==> src/rtl/rr_mux_pkg.sv <==
`default_nettype none
// ============================================================================
// Module      : rr_mux_pkg
// Description : Shared constants and helpers for the rr_mux channel
//               multiplexer (mode encodings, round-robin pointer wrap).
// Revision    : 1.0 - initial release
// ============================================================================
package rr_mux_pkg;

    // Encoding of the rr_mux `mode` input
    localparam logic MODE_ARB   = 1'b0;
    localparam logic MODE_FORCE = 1'b1;

    // Advance a channel index by one, wrapping at the channel count
    function automatic int unsigned rr_wrap_next(input int unsigned idx,
                                                 input int unsigned n);
        if (idx + 1 >= n) begin
            return 0;
        end
        return idx + 1;
    endfunction

endpackage : rr_mux_pkg
`default_nettype wire

==> src/rtl/rr_arbiter.sv <==
`default_nettype none
// ============================================================================
// Module      : rr_arbiter
// Description : Combinational request arbiter for rr_mux. With the macro
//               RR_MUX_ROUND_ROBIN_EN defined the search starts one past
//               `last` and wraps (round robin); otherwise the lowest-index
//               requester wins and `last` is ignored.
// Revision    : 1.0 - initial release
// ============================================================================
module rr_arbiter
    import rr_mux_pkg::*;
#(
    parameter  int n  = 4,
    localparam int sw = $clog2(n)
) (
    input  logic [n-1:0]  in_valid,
    input  logic [sw-1:0] last,
    output logic          grant_valid,
    output logic [sw-1:0] grant_idx
);

`ifdef RR_MUX_ROUND_ROBIN_EN

    // One extra bit so start+offset can exceed n before the wrap subtract
    logic [sw-1:0] w_start;
    logic [sw:0]   w_cand;

    // Round robin: scan n candidates beginning just after the last winner
    always_comb begin
        grant_valid = 1'b0;
        grant_idx   = '0;
        w_start     = sw'(rr_wrap_next(32'(last), n));
        w_cand      = '0;
        for (int i = 0; i < n; i++) begin
            w_cand = {1'b0, w_start} + (sw + 1)'(i);
            if (w_cand >= (sw + 1)'(n)) begin
                w_cand = w_cand - (sw + 1)'(n);
            end
            if (!grant_valid && in_valid[w_cand[sw-1:0]]) begin
                grant_valid = 1'b1;
                grant_idx   = w_cand[sw-1:0];
            end
        end
    end

`else

    // The pointer is still tracked by the top level but has no say here
    logic w_unused_last;
    assign w_unused_last = ^last;

    // Fixed priority: the lowest-index requesting channel wins
    always_comb begin
        grant_valid = 1'b0;
        grant_idx   = '0;
        for (int i = 0; i < n; i++) begin
            if (!grant_valid && in_valid[i]) begin
                grant_valid = 1'b1;
                grant_idx   = sw'(i);
            end
        end
    end

`endif

endmodule : rr_arbiter
`default_nettype wire

==> src/rtl/rr_mux.sv <==
`default_nettype none
// ============================================================================
// Module      : rr_mux
// Description : N-channel, w-bit valid/ready multiplexer with a registered
//               output stage. mode=0 arbitrates among requesters (policy set
//               by the macro RR_MUX_ROUND_ROBIN_EN: round robin when defined,
//               fixed priority otherwise); mode=1 forces channel `s`.
// Revision    : 1.0 - initial release
// ============================================================================
module rr_mux
    import rr_mux_pkg::*;
#(
    parameter  int w  = 8,
    parameter  int n  = 4,
    localparam int sw = $clog2(n)
) (
    input  logic            clk,
    input  logic            rst_b,
    input  logic [n*w-1:0]  in_data,
    input  logic [n-1:0]    in_valid,
    output logic [n-1:0]    in_ready,
    input  logic            mode,
    input  logic [sw-1:0]   s,
    output logic [w-1:0]    out_data,
    output logic [sw-1:0]   out_sel,
    output logic            out_valid,
    input  logic            out_ready
);

    logic [w-1:0]  r_out_data;
    logic [sw-1:0] r_out_sel;
    logic          r_out_valid;
    logic [sw-1:0] r_last;

    logic          w_load;
    logic          w_arb_valid;
    logic [sw-1:0] w_arb_idx;
    logic          w_force_valid;
    logic          w_grant_valid;
    logic [sw-1:0] w_grant_idx;
    logic [w-1:0]  w_sel_data;

    // The output register can take a word when empty or draining this cycle.
    // Holding reset also blocks acceptance so nothing is taken while the
    // pending output is being discarded.
    assign w_load = rst_b && (!r_out_valid || out_ready);

    rr_arbiter #(
        .n (n)
    ) u_arbiter (
        .in_valid    (in_valid),
        .last        (r_last),
        .grant_valid (w_arb_valid),
        .grant_idx   (w_arb_idx)
    );

    // Forced mode: channel s qualifies only if it exists and is requesting.
    // Matching against each legal index keeps an out-of-range s from ever
    // addressing a nonexistent channel.
    always_comb begin
        w_force_valid = 1'b0;
        for (int k = 0; k < n; k++) begin
            if (s == sw'(k)) begin
                w_force_valid = in_valid[k];
            end
        end
    end

    // Final grant: pick the mode's candidate, suppressed when the output is stalled
    always_comb begin
        w_grant_valid = 1'b0;
        w_grant_idx   = w_arb_idx;
        if (mode == MODE_FORCE) begin
            w_grant_idx   = s;
            w_grant_valid = w_load && w_force_valid;
        end else begin
            w_grant_valid = w_load && w_arb_valid;
        end
    end

    // Data path mux for the granted channel
    always_comb begin
        w_sel_data = '0;
        for (int k = 0; k < n; k++) begin
            if (w_grant_idx == sw'(k)) begin
                w_sel_data = in_data[k*w +: w];
            end
        end
    end

    // Per-channel accept: at most one line high, only the granted channel
    generate
        for (genvar k = 0; k < n; k++) begin : g_ready
            assign in_ready[k] = w_grant_valid && (w_grant_idx == sw'(k));
        end
    endgenerate

    // Output register and round-robin pointer; a grant always coincides with a transfer
    always_ff @(posedge clk or negedge rst_b) begin
        if (!rst_b) begin
            r_out_valid <= 1'b0;
            r_out_data  <= '0;
            r_out_sel   <= '0;
            r_last      <= sw'(n - 1);
        end else if (w_load) begin
            if (w_grant_valid) begin
                r_out_valid <= 1'b1;
                r_out_data  <= w_sel_data;
                r_out_sel   <= w_grant_idx;
                r_last      <= w_grant_idx;
            end else begin
                r_out_valid <= 1'b0;
            end
        end
    end

    assign out_data  = r_out_data;
    assign out_sel   = r_out_sel;
    assign out_valid = r_out_valid;

endmodule : rr_mux
`default_nettype wire

==> config.mk <==
export PLATFORM = sky130hd
export DESIGN_NAME = rr_mux
export DESIGN_NICKNAME = d
export VERILOG_FILES = /design/src/rtl/rr_mux_pkg.sv /design/src/rtl/rr_arbiter.sv /design/src/rtl/rr_mux.sv
export SDC_FILE = /design/constraint.sdc
export NUM_CORES = 1
export LEC_CHECK = 0
export CORE_MARGIN = 2
export CORE_UTILIZATION = 35
export CTS_CLUSTER_SIZE = 24
export DETAILED_ROUTE_END_ITERATION = 10
export GPL_TIMING_DRIVEN = 0
export PLACE_DENSITY = 0.79
export REMOVE_ABC_BUFFERS = 1
export SYNTH_ARGS = -nofsm -noshare
export SYNTH_HDL_FRONTEND = slang
export SYNTH_SLANG_ARGS = --single-unit
==> constraint.sdc <==
create_clock -name clk -period 2 [get_ports clk]
set_clock_uncertainty 0.05 [all_clocks]
set_input_delay 0.3 -clock clk [delete_from_list [all_inputs] [get_ports clk]]
set_output_delay 0.3 -clock clk [all_outputs]
set_load 0.05 [all_outputs]
Word level (Yosys, flattened, before mapping)
Cells that the tools add are included.
{ "word_totals": {"inputBits": 42, "mem_bits_ro": 0, "elab_cells": 45, "regBits": 11, "ram_bits": 0, "latch_bits": 0, "output_inout_bits": 15, "mem_count": 0} }
{ "op_classes": {"mux": 18, "multipliers": 0, "addsub": 0, "div": 0, "eq_ne": 6, "bitwise_logic": 0, "reduce_logical": 18, "magnitude_cmp": 0, "shifts": 0} }
{ "op_table": {"columns": ["operator", "count"], "rows": [
  ["$mux 8", 4],
  ["$mux 1", 11],
  ["$logic_and 1x1->1", 10],
  ["$eq 2x2->1 const B", 4],
  ["$mux 2", 3],
  ["$eq 2x1->1 const B", 2],
  ["$logic_not 1->1", 4],
  ["$logic_not 2->1", 2],
  ["$reduce_and 2->1", 1],
  ["$logic_or 1x1->1", 1]
]} }

Logic depth before layout (Yosys ltp)
Gate-level depths: netlist of the first run.
{ "logic_depth": {"ltp_word": 16, "ltp_mapped": 7, "ltp_nobuf": 5} }

Hierarchy
From an unflattened synthesis of the first run, not the netlist that was laid out.
{ "hier_totals": {"cells_unflattened": 60, "hier_area_um2": 865.8} }
{ "modules_own_cells": {"columns": ["mod", "n_inst", "cells_each", "seq_area_each_um2", "area_per_inst_um2"], "rows": [
  ["rr_mux", 1, 53, 327.8, 830.8],
  ["rr_arbiter", 1, 7, 0.0, 35.0]
]} }

Worst setup path after synthesis of the first run
Ideal clock, no wire load.
{ "synth_path": {"path_type": "register to output", "from": "register r_out_valid (netlist: out_valid)", "to": "output in_ready[0]", "slack_ns": -0.450, "arrival_time_ns": 2.100, "stages_incl_launch_ff": 7, "required_time_ns": 1.650, "path_buffers": 1, "cell_sequence": "dfrtp_1 > inv_1 > o21ai_0 > a311oi_4 > buf_6 > nand2_1 > nor2_1"} }
{ "synth_via": {"elab_chain_cells": 6, "elab_cells_between_ends": 7, "classes_between": "mux: 1; reduce/logical: 6"} }
{ "synth_lines": {"columns": ["element", "line_no", "text"], "rows": [
  ["start, declared", "rr_mux.sv:32", "logic r_out_valid;"],
  ["start signal, assigned", "rr_mux.sv:101", "r_out_valid <= 1'b0;"],
  ["start signal, assigned", "rr_mux.sv:107", "r_out_valid <= 1'b1;"],
  ["start signal, assigned", "rr_mux.sv:112", "r_out_valid <= 1'b0;"],
  ["$logic_not 1->1 *", "rr_mux.sv:46", "assign w_load = rst_b && (!r_out_valid || out_ready);"],
  ["$logic_or 1x1->1 *", "rr_mux.sv:46", null],
  ["$logic_and 1x1->1 *", "rr_mux.sv:46", null],
  ["$logic_and 1x1->1, on equally long branches", "rr_mux.sv:77, rr_mux.sv:75", null],
  ["$mux 1 *", "rr_mux.sv:73", "if (mode == MODE_FORCE) begin"],
  ["$logic_and 1x1->1 *", "rr_mux.sv:94", "assign in_ready[k] = w_grant_valid && (w_grant_idx == sw'(k));"],
  ["end, declared", "rr_mux.sv:21", "output logic [n-1:0] in_ready,"]
]} }
Every way passes the cells marked *; elsewhere a longest branch is shown, timed or not.

Final worst setup path of the first run
{ "layout_path": {"from": "register r_out_valid (netlist: out_valid)", "to": "output in_ready[1]"} }
The elaborated chain is that of the path after synthesis.

==> metrics.md, run 1 <==
| Metric | Value |
|---|---|
| Avg Cell Area, Syn | 11.5 um2 |
| Die width | 53.1 um |
| Clock root buffer master | clkbuf_4 |
| Gr ovfl total | 0 |
| Dpl hpwl | 1730 um |
| First-pass GRT wire length | 3570 um |
| Place WS | -1.78 ns |
| Yosys top cell area share | 32.7% |
| IO Port Bufs | 56 |
| Peak supply drop | 0.654 mV |
| Final min period | 2.00 ns |
| Ys async rst share | 100% |
| Utilization after layout | 69.9% |
| Syn Inst Count | 73 |
| Status | completed |
| DRT antenna net count | 0 |
| CORE AREA | 2230 um2 |
| Ys flop type | dfrtp_1 |
| Final wirelength | 2270 um |
| Layout fillers | 181 |
| Critical path class | register to output port |
| Ports | 57 |
| CTS Sinks | 11 |
| Number of flops mapped to enable cells by yosys | 0 |
| Pre-Repair DR Iteration Count | 2 |
| Synth cell types | 21 |
| Ranking of synthesized cells by area | dfrtp_1, mux2i_1, mux2_4 |
| Headroom to the max-slew limit | 65.2% |
| Worst min path class | input port to register |
| Cells after DPL | 154 |
| Non-filler cells, final | 166 |
| Type of origin of the critical path | register |
| Most common cell in the synthesized netlist | mux2i_1 |
| Die Area | 2810 um2 |
| Ys Warns | 0 |
| Synth area leader | dfrtp_1 |
| Setup TNS | 0 ns |
| Final #Nets | 181 |
| Final count of pins violating max slew | 0 |
| Initial detailed-routing violation count | 7 |
| Largest net degree at the start of global routing | 14 |
| Rows | 17 |
| Fin worst setup slack | 0.00214 ns |
| Most instantiated cells after synthesis | mux2i_1, dfrtp_1, nor2_1, mux2_4, nand2_1 |
| Htree depth | 1 |
| Total GRT Usage | 17.5% |
| Unrepaired setup endpoints after global routing | yes |
| CTS tree | built |
| WP data arrival | 1.65 ns |
| Syn-to-layout area delta | 85.4% |
| Power density over the cells | 744 nW/um2 |
| ANT cells | 0 |
| Remaining DRCs | 0 |
| GPL Wtd Cong | 0.633 |
| Fraction of layout cells with a size suffix above 1 | 30.4% |
| Initial Utilization | 37.7% |
| Die Y | 53.1 um |
| Worst setup EP type | output port |
| Antenna violations before repair | 0 |
| Setup violators final | 0 |
| Tot Pwr | 1160 uW |
| Via count of the routed design | 812 |
| Via-to-Cell Ratio | 4.89 |
| Leak Pwr | 0.000699 uW |
| Worst-Margin Slew | 0.520 ns |
| Post-Syn Area | 842 um2 |
| Required @ worst endpoint | 1.65 ns |
| Routed wire per std cell | 13.7 um |
| CTS clk-pin slew, worst paths | 0.07 ns |
| Clk_lat worst skew | 0.27 ns |
| Hold Vio Cnt, Final | 0 |
| Crit path max fanout | 3 |
| #FFs+latches synth | 11 |
| Fmax | 0.501 GHz |
| Post-synthesis sequential area ratio | 32.7% |
| Max clock buf depth | 2 |
| CTS buffer count | 3 |
| Vias in the first global route | 843 |
| Final Cycle Share | 99.9% |
| Max Cap Viol | 0 |
sequential cells by signal (all words and copies together) (netlist names):
| signal | count |
|---|---|
| out_data | 8 |
| out_sel | 2 |
| out_valid | 1 |
power by group:
part / total, uW / switching [uW] / internal (uW)
Combinational: 691 / 379 / 312
Sequential: 320 / 36.0 / 284
Clock: 150 / 72.8 / 77.1
metal layers:
| layer | vias to the layer above | track usage (%) | wire length, um |
|---|---|---|---|
| met3 | 0 | 9.04 | 240 |
| li1 | 395 | - | - |
| met5 | - | 0 | 0 |
| met4 | 0 | 0 | 0 |
| met1 | 383 | 19.5 | 837 |
| met2 | 34 | 31.5 | 1190 |
final timing paths:
path                       startpoint  cells after the start  slack [ns]           to
setup reg to reg            out_valid                      7        0.22  out_data[7]
max in group asynchronous       rst_b                      2        0.93   out_sel[0]
setup / recovery            out_valid                      7       0.002  in_ready[1]
hold / removal              out_ready                      3        0.33    out_valid
hold reg to reg            out_sel[0]                      1        0.45   out_sel[0]
min in group asynchronous       rst_b                      2        0.64  out_data[3]
repair_timing:
action	in CTS	in global routing
pin swaps	4	3
hold buffers	1	0
endpoints found under the hold margin	11	0
setup endpoints to repair	15	4
resized for setup	60	7
buffers inserted	5	2
metrics by stage:
stage,hold slack (ns),instance area [um2]
after global placement,0.425,1400
after CTS,0.431,1520
after floorplan,-0.0456,807
after global routing,0.331,1560
after detailed placement,0.435,1430
final,0.326,1560
cell families after synthesis:
logic type             Yosys count  share of synthesized area [%]
multiplexers                    33                           44.1
AND/OR/NAND/NOR                 13                           6.69
flip-flops                      11                           32.7
AO/OA/AOI/OAI                    9                           11.0
buffers and inverters            7                           5.50
layout make-up:
type	instances	area [um2]	area share, %
clock buffer	4	26.3	1.68
inverter	3	11.3	0.721
multi-input combinational	55	569	36.5
sequential	11	275	17.6
tap	28	35.0	2.24
timing repair buffer	65	644	41.3
cell usage in the layout, fill, tap and decap left out, types with 3 or more instances in the layout:
cell type,netlist,routed
buf_2,1,3
buf_4,1,6
buf_6,2,4
clkbuf_4,0,3
clkdlybuf4s50_1,0,43
dfrtp_1,11,11
mux2_2,3,3
mux2_4,5,5
mux2i_1,24,24
nand2_1,4,3
nor2_1,6,3
nor2_4,0,3
worst max-delay path, stage by stage, from the launching register on:
cell and delay, ns:
dfrtp_1 0.40, inv_1 0.07, o21ai_2 0.06, a311oi_4 0.34, buf_4 0.19, nand2b_4 0.07
nor2_4 0.08, buf_6 0.16
Power figures use the tool's default switching activity.
==> inputs of run 2 (changes only) <==
--- a/config.mk
+++ b/config.mk
@@ -7,6 +7,7 @@
 export LEC_CHECK = 0
 export CORE_MARGIN = 2
 export CORE_UTILIZATION = 35
+export CTS_CLUSTER_DIAMETER = 150
 export CTS_CLUSTER_SIZE = 24
 export DETAILED_ROUTE_END_ITERATION = 10
 export GPL_TIMING_DRIVEN = 0
==> results of run 2 <==
No change in the layout: final DEF, timing and power equal those of run 1.
==> RTL edit 1: new RTL, flow settings as in run 1 <==
The parameter `w` goes from 8 to 7.
--- a/src/rtl/rr_mux.sv
+++ b/src/rtl/rr_mux.sv
@@ -12,3 +12,3 @@
 #(
-    parameter  int w  = 8,
+    parameter  int w  = 7,
     parameter  int n  = 4,
Interface: changed (resized in_data and out_data); port bits go from 57 to 52. No check against the original RTL was run, so the function may have changed too.
==> RTL edit 1 against run 1 <==
- routed wire length is 5.4% lower
- worst setup slack better by 0.015 ns
- critical path depth is 1 lower
- via count down 10%
- cell count is 9.6% lower
- largest cell class unchanged
- sequential cell count fell by 1
- utilization is 5.0 points lower
- sequential share of layout area is 0.31 points higher
- design area down 11%
- synthesized area down 7.7%
- combinational power is 11% lower
- power down 6.3%
- largest power group unchanged
==> RTL edit 1: results (changes against run 1) <==
Parameter                              Value

Cells and area
  Fraction of area in clock buffers and inverters    2.601% (+0.92 points)
  Count of plain and timing-repair buffers in the layout    56 (-14%)
  Non-clock buffering overhead in the final layout    39.19% (-2.1 points)
  Seq/total area    17.94% (+0.31 points)
  Fraction of layout cells with a size suffix above 1    27.05% (-3.4 points)
  Final nets    161 (-11%)

Placed design
  Cell total after placement    142 (-7.8%)
  Final weighted congestion in routability-driven placement    0.6113 (-3.4%)
  Count of port buffers added during placement    51 (-8.9%)
  Placed wire-length estimate after detailed placement    1.622 mm (-6.3%)
  Worst-case setup slack after placement    -1.649 ns (+0.1276 ns)

Pwr
  Power in sequential cells    0.000290 W (-9.4%)
  Clock network fraction of design power    16.9% (+4.0 points)
  P per Cell Area    780.2 mW/mm2 (+4.9%)
  Switching power share of the total    40.77% (-1.2 points)
  Proportion of power drawn by combinational gates    56.5% (-3.0 points)
  Peak VDD IR    0.6086 mV (-7.0%)

Detailed routing
  Final WL    2.148 mm (-5.4%)
  Highest metal layer with signal wires    met4
  Number of violations reported at the end of detailed-routing iteration 0    10 (+3)
  WL met1    809 um (-3.3%)
  Met2 routed wirelength    1.092 mm (-8.4%)
  Drt via density    4.860 (-0.65%)
  Length of routed met3 wiring    221 um (-7.9%)

Outcome
  Run status    complete, no violations

Synthesis
  Netlist area before placement    777.0 um2 (-7.7%)
  Average instance area after synthesis    11.77 um2 (+2.1%)
  Sequential cell area fraction in the yosys report    32.21% (-0.48 points)
  Top post-synthesis cells by count    mux2i_1, dfrtp_1, mux2_4, nand2_1, nor2_1

Worst setup path
  Data arrival time at the worst-slack endpoint    1.63 ns (-0.02 ns)
  CP delay by family, top    compound AO/OA/AOI/OAI gates

Global routing
  Maximum number of pins on one net before global-route repair    13 (-1)
  Global-route wire length before repair    3.263 mm (-8.5%)
  Met1 Resource Use GR    17.55% (-2.0 points)
  Met3 Usage GRT    4.971% (-4.1 points)
  Met2 Track Usage GR    31.60% (+0.14 points)
-- RTL edit 1: what timing repair did --
item / CTS / global route
pin swaps: 2 / 3
setup endpoints to repair: 14 / 4
resized for setup: 55 / 4
endpoints found under the hold margin: 10 / 0
buffers inserted: 3 / 0
hold buffers: 1 / 0
-- RTL edit 1: kinds of logic after synthesis --
group	count (synthesis)	synth area share, %
muxes	30	44.44
and+or+nand+nor	12	7.086
DFF	10	32.21
AOI/OAI and AO/OA	7	9.824
buffers and inverters	7	6.440
-- RTL edit 1: worst paths after layout --
| kind | from | end | slack, ns |
|---|---|---|---|
| max | out_valid | in_ready[3] | 0.02 |
| max in group asynchronous | rst_b | out_sel[0] | 0.94 |
| min in group asynchronous | rst_b | out_valid | 0.64 |
| min | out_ready | out_valid | 0.34 |
| min reg2reg | out_sel[0] | out_sel[0] | 0.45 |
| max reg2reg | out_valid | out_data[3] | 0.34 |
-- RTL edit 1: tightest hold or removal path: stages --
cell and delay (ns):
dlymetal6s2s_1 0.16, nand2_1 0.07, a21o_1 0.10
==> RTL edit 2: new RTL, config.mk and constraints of run 1 <==
Made on the original files. Register the input `mode` before use, with the module's reset. The logic sees it one clock later. The other inputs are not delayed to match.
--- a/src/rtl/rr_mux.sv
+++ b/src/rtl/rr_mux.sv
@@ -28,2 +28,12 @@
 );
+
+    logic mode_q;
+
+    always_ff @(posedge clk or negedge rst_b) begin
+        if (!rst_b) begin
+            mode_q <= '0;
+        end else begin
+            mode_q <= mode;
+        end
+    end
 
@@ -72,3 +82,3 @@
         w_grant_idx   = w_arb_idx;
-        if (mode == MODE_FORCE) begin
+        if (mode_q == MODE_FORCE) begin
             w_grant_idx   = s;
Check against the original RTL: not equivalent (a bounded check fails within 4 cycles, from zero or initial values and one cycle with rst_b low).
==> RTL edit 2 against run 1 <==
- sequential cell count rose by 1
- synthesized area rose by 3.0%
- worst setup slack got worse by 0.032 ns
- clock power fell by 6%
- routed wire length rose by 16%
- power rose by 3.1%
- the run now ends with negative setup slack left
- non-clock buffer count rose by 10
- sequential power rose by 6%
- via count rose by 5.0%
- design area rose by 5.3%
- hold slack improved by 0.0012 ns
- cell count rose by 7.2%
- highest routed layer unchanged
==> RTL edit 2: results (changes against run 1) <==
Parameter                              Value

Outcome
  Run status    finished with violations
  Violations in the final reports    negative setup slack

Synthesis
  FFs w/ async S/R, synth    100.0% (unchanged)
  Sequential cell area fraction in the yosys report    34.63% (+1.9 points)
  Number of library cell types mapped by synthesis    21 (unchanged)
  Top cells by area in the synthesized netlist    dfrtp_1, mux2i_1, mux2_4
  Top post-synthesis cells by count    mux2i_1, dfrtp_1, nor2_1, mux2_4, nand2_1
  Gate Count Post-Synth    74 (+1.4%)

Worst setup path
  Data arrival time at the worst-slack endpoint    1.68 ns (+0.03 ns)
  Maximum fanout encountered on the critical timing path    3 (unchanged)

Detailed routing
  Via count of the routed design    853 (+5.0%)
  Number of violations reported at the end of detailed-routing iteration 0    1 (-6)
  Final WL    2.631 mm (+16%)
  First-pass iteration count of the detailed router    2 (unchanged)

Placed design
  Worst-case setup slack after placement    -1.855 ns (-0.07906 ns)
  Cell total after placement    157 (+1.9%)
  Count of port buffers added during placement    56 (unchanged)
  Final weighted congestion in routability-driven placement    0.6470 (+2.3%)
  Placed wire-length estimate after detailed placement    1.704 mm (-1.6%)

Pwr
  Leakage Power    0.7556 nW (+8.1%)
  Switching power share of the total    41.21% (-0.81 points)
  Peak VDD IR    0.6539 mV (about the same)

Global routing
  Maximum number of pins on one net before global-route repair    13 (-1)
  GRT Util Overall    17.94% (+0.43 points)
  Met3 Usage GRT    5.833% (-3.2 points)
  Global-route wire length before repair    3.684 mm (+3.3%)
  Initial antenna violation count    0 (unchanged)
  Met1 Resource Use GR    20.10% (+0.60 points)
  Met2 Track Usage GR    33.94% (+2.5 points)
  Vias in the first global route    804 (-4.6%)

Timing
  Smallest setup slack after layout    -0.02956 ns (-0.03170 ns)
  Number of setup violations in the final report    2 (+2)
  Actual slew at the worst max-slew pin    0.5556 ns (+0.03520 ns)

Clock network
  Register clock-pin slew on the reported worst setup and hold paths    0.07 ns (about the same)
  Number of H-tree branching levels    1 (unchanged)
  Latest clock arrival within the worst-skew pair    0.26 ns
  Clk root buf    clkbuf_4
  Maximum number of buffers from clock root to sink    2 (unchanged)

Cells and area
  Final-layout fill cell count    177 (-2.2%)
  Number of flip-flops under the largest register name    8 (unchanged)
  Fraction of layout cells with a size suffix above 1    33.78% (+3.3 points)
  Final nets    192 (+6.1%)
  Final standard cell count with taps included and fillers excluded    178 (+7.2%)
  Diodes inserted    0 (unchanged)

Min path
  Class of the most critical hold timing path    input port to flop
==> RTL edit 2: path summary, 6_finish.rpt <==
path | startpoint | end | slack (ns) | cells past startpoint
worst max-delay path | out_valid | in_ready[1] | -0.03 | 6
worst min-delay path | rst_b | out_valid | 0.33 | 3
worst max register to register | mode_q | out_data[6] | 0.06 | 7
worst min register to register | out_sel[0] | out_sel[0] | 0.45 | 1
max in group asynchronous | rst_b | mode_q | 0.94 | 2
min in group asynchronous | rst_b | out_valid | 0.56 | 2
==> RTL edit 2: cells by family (layout without fill, tap and decap cells) <==
| group | count (synthesis) | count (layout) | synth area share, % |
|---|---|---|---|
| AOI/OAI and AO/OA | 9 | 9 | 10.68 |
| buffers and inverters | 7 | 81 | 5.339 |
| DFF | 12 | 12 | 34.63 |
| muxes | 33 | 33 | 42.86 |
| and+or+nand+nor | 13 | 13 | 6.493 |
==> RTL edit 2: power groups by stage <==
| stage | combinational [W] | sequential (W) | clock, W |
|---|---|---|---|
| 3_3_place_gp | 0.000647 | 0.000342 | 0 |
| 4_1_cts | 0.000677 | 0.000338 | 0.000151 |
| 2_1_floorplan | 0.000180 | 0.000563 | 0 |
| 6_report | 0.000718 | 0.000338 | 0.000141 |
| 5_1_grt | 0.000748 | 0.000347 | 0.000166 |
| 3_5_place_dp | 0.000659 | 0.000341 | 0 |
==> RTL edit 2: critical path, stage by stage, from the launching register on <==
cell and delay, ns:
dfrtp_1 0.38, inv_1 0.10, o21ai_2 0.09, a311oi_4 0.36
nand2b_1 0.17, nor2_1 0.15, buf_6 0.17
==> RTL edit 2: layer usage <==
layer	part of all wire, %	wire length [um]	vias up
li1	-	-	421
met1	40	1045	404
met2	54	1410	28
met3	6.6	174	0
met4	0	0	0
met5	0	0	-
==> RTL edit 2: area by class of cell <==
cell class,count,share of cell area [%]
inverter,3,0.6849
multi-input combinational,55,34.02
timing repair buffer,75,43.30
tap,30,2.283
sequential,12,18.34
clock buffer,3,1.370
==> RTL edit 2: what timing repair did <==
item / in CTS / in global routing
hold buffers: 1 / 0
buffers inserted: 6 / 11
pin swaps: 4 / 3
setup endpoints to repair: 15 / 6
hold endpoints to repair: 12 / 0
gates resized for setup: 54 / 8
==> RTL edit 2: per-stage QoR <==
| stage | TNS [ns] | power, W | instance area, um2 |
|---|---|---|---|
| 2_1_floorplan | -8.783 | 0.0007426 | 832.0 |
| 3_3_place_gp | -22.15 | 0.0009891 | 1430 |
| 3_5_place_dp | -16.38 | 0.0009998 | 1456 |
| 4_1_cts | 0 | 0.001166 | 1535 |
| 5_1_grt | -0.2524 | 0.001261 | 1644 |
| 6_report | -0.04859 | 0.001197 | 1644 |
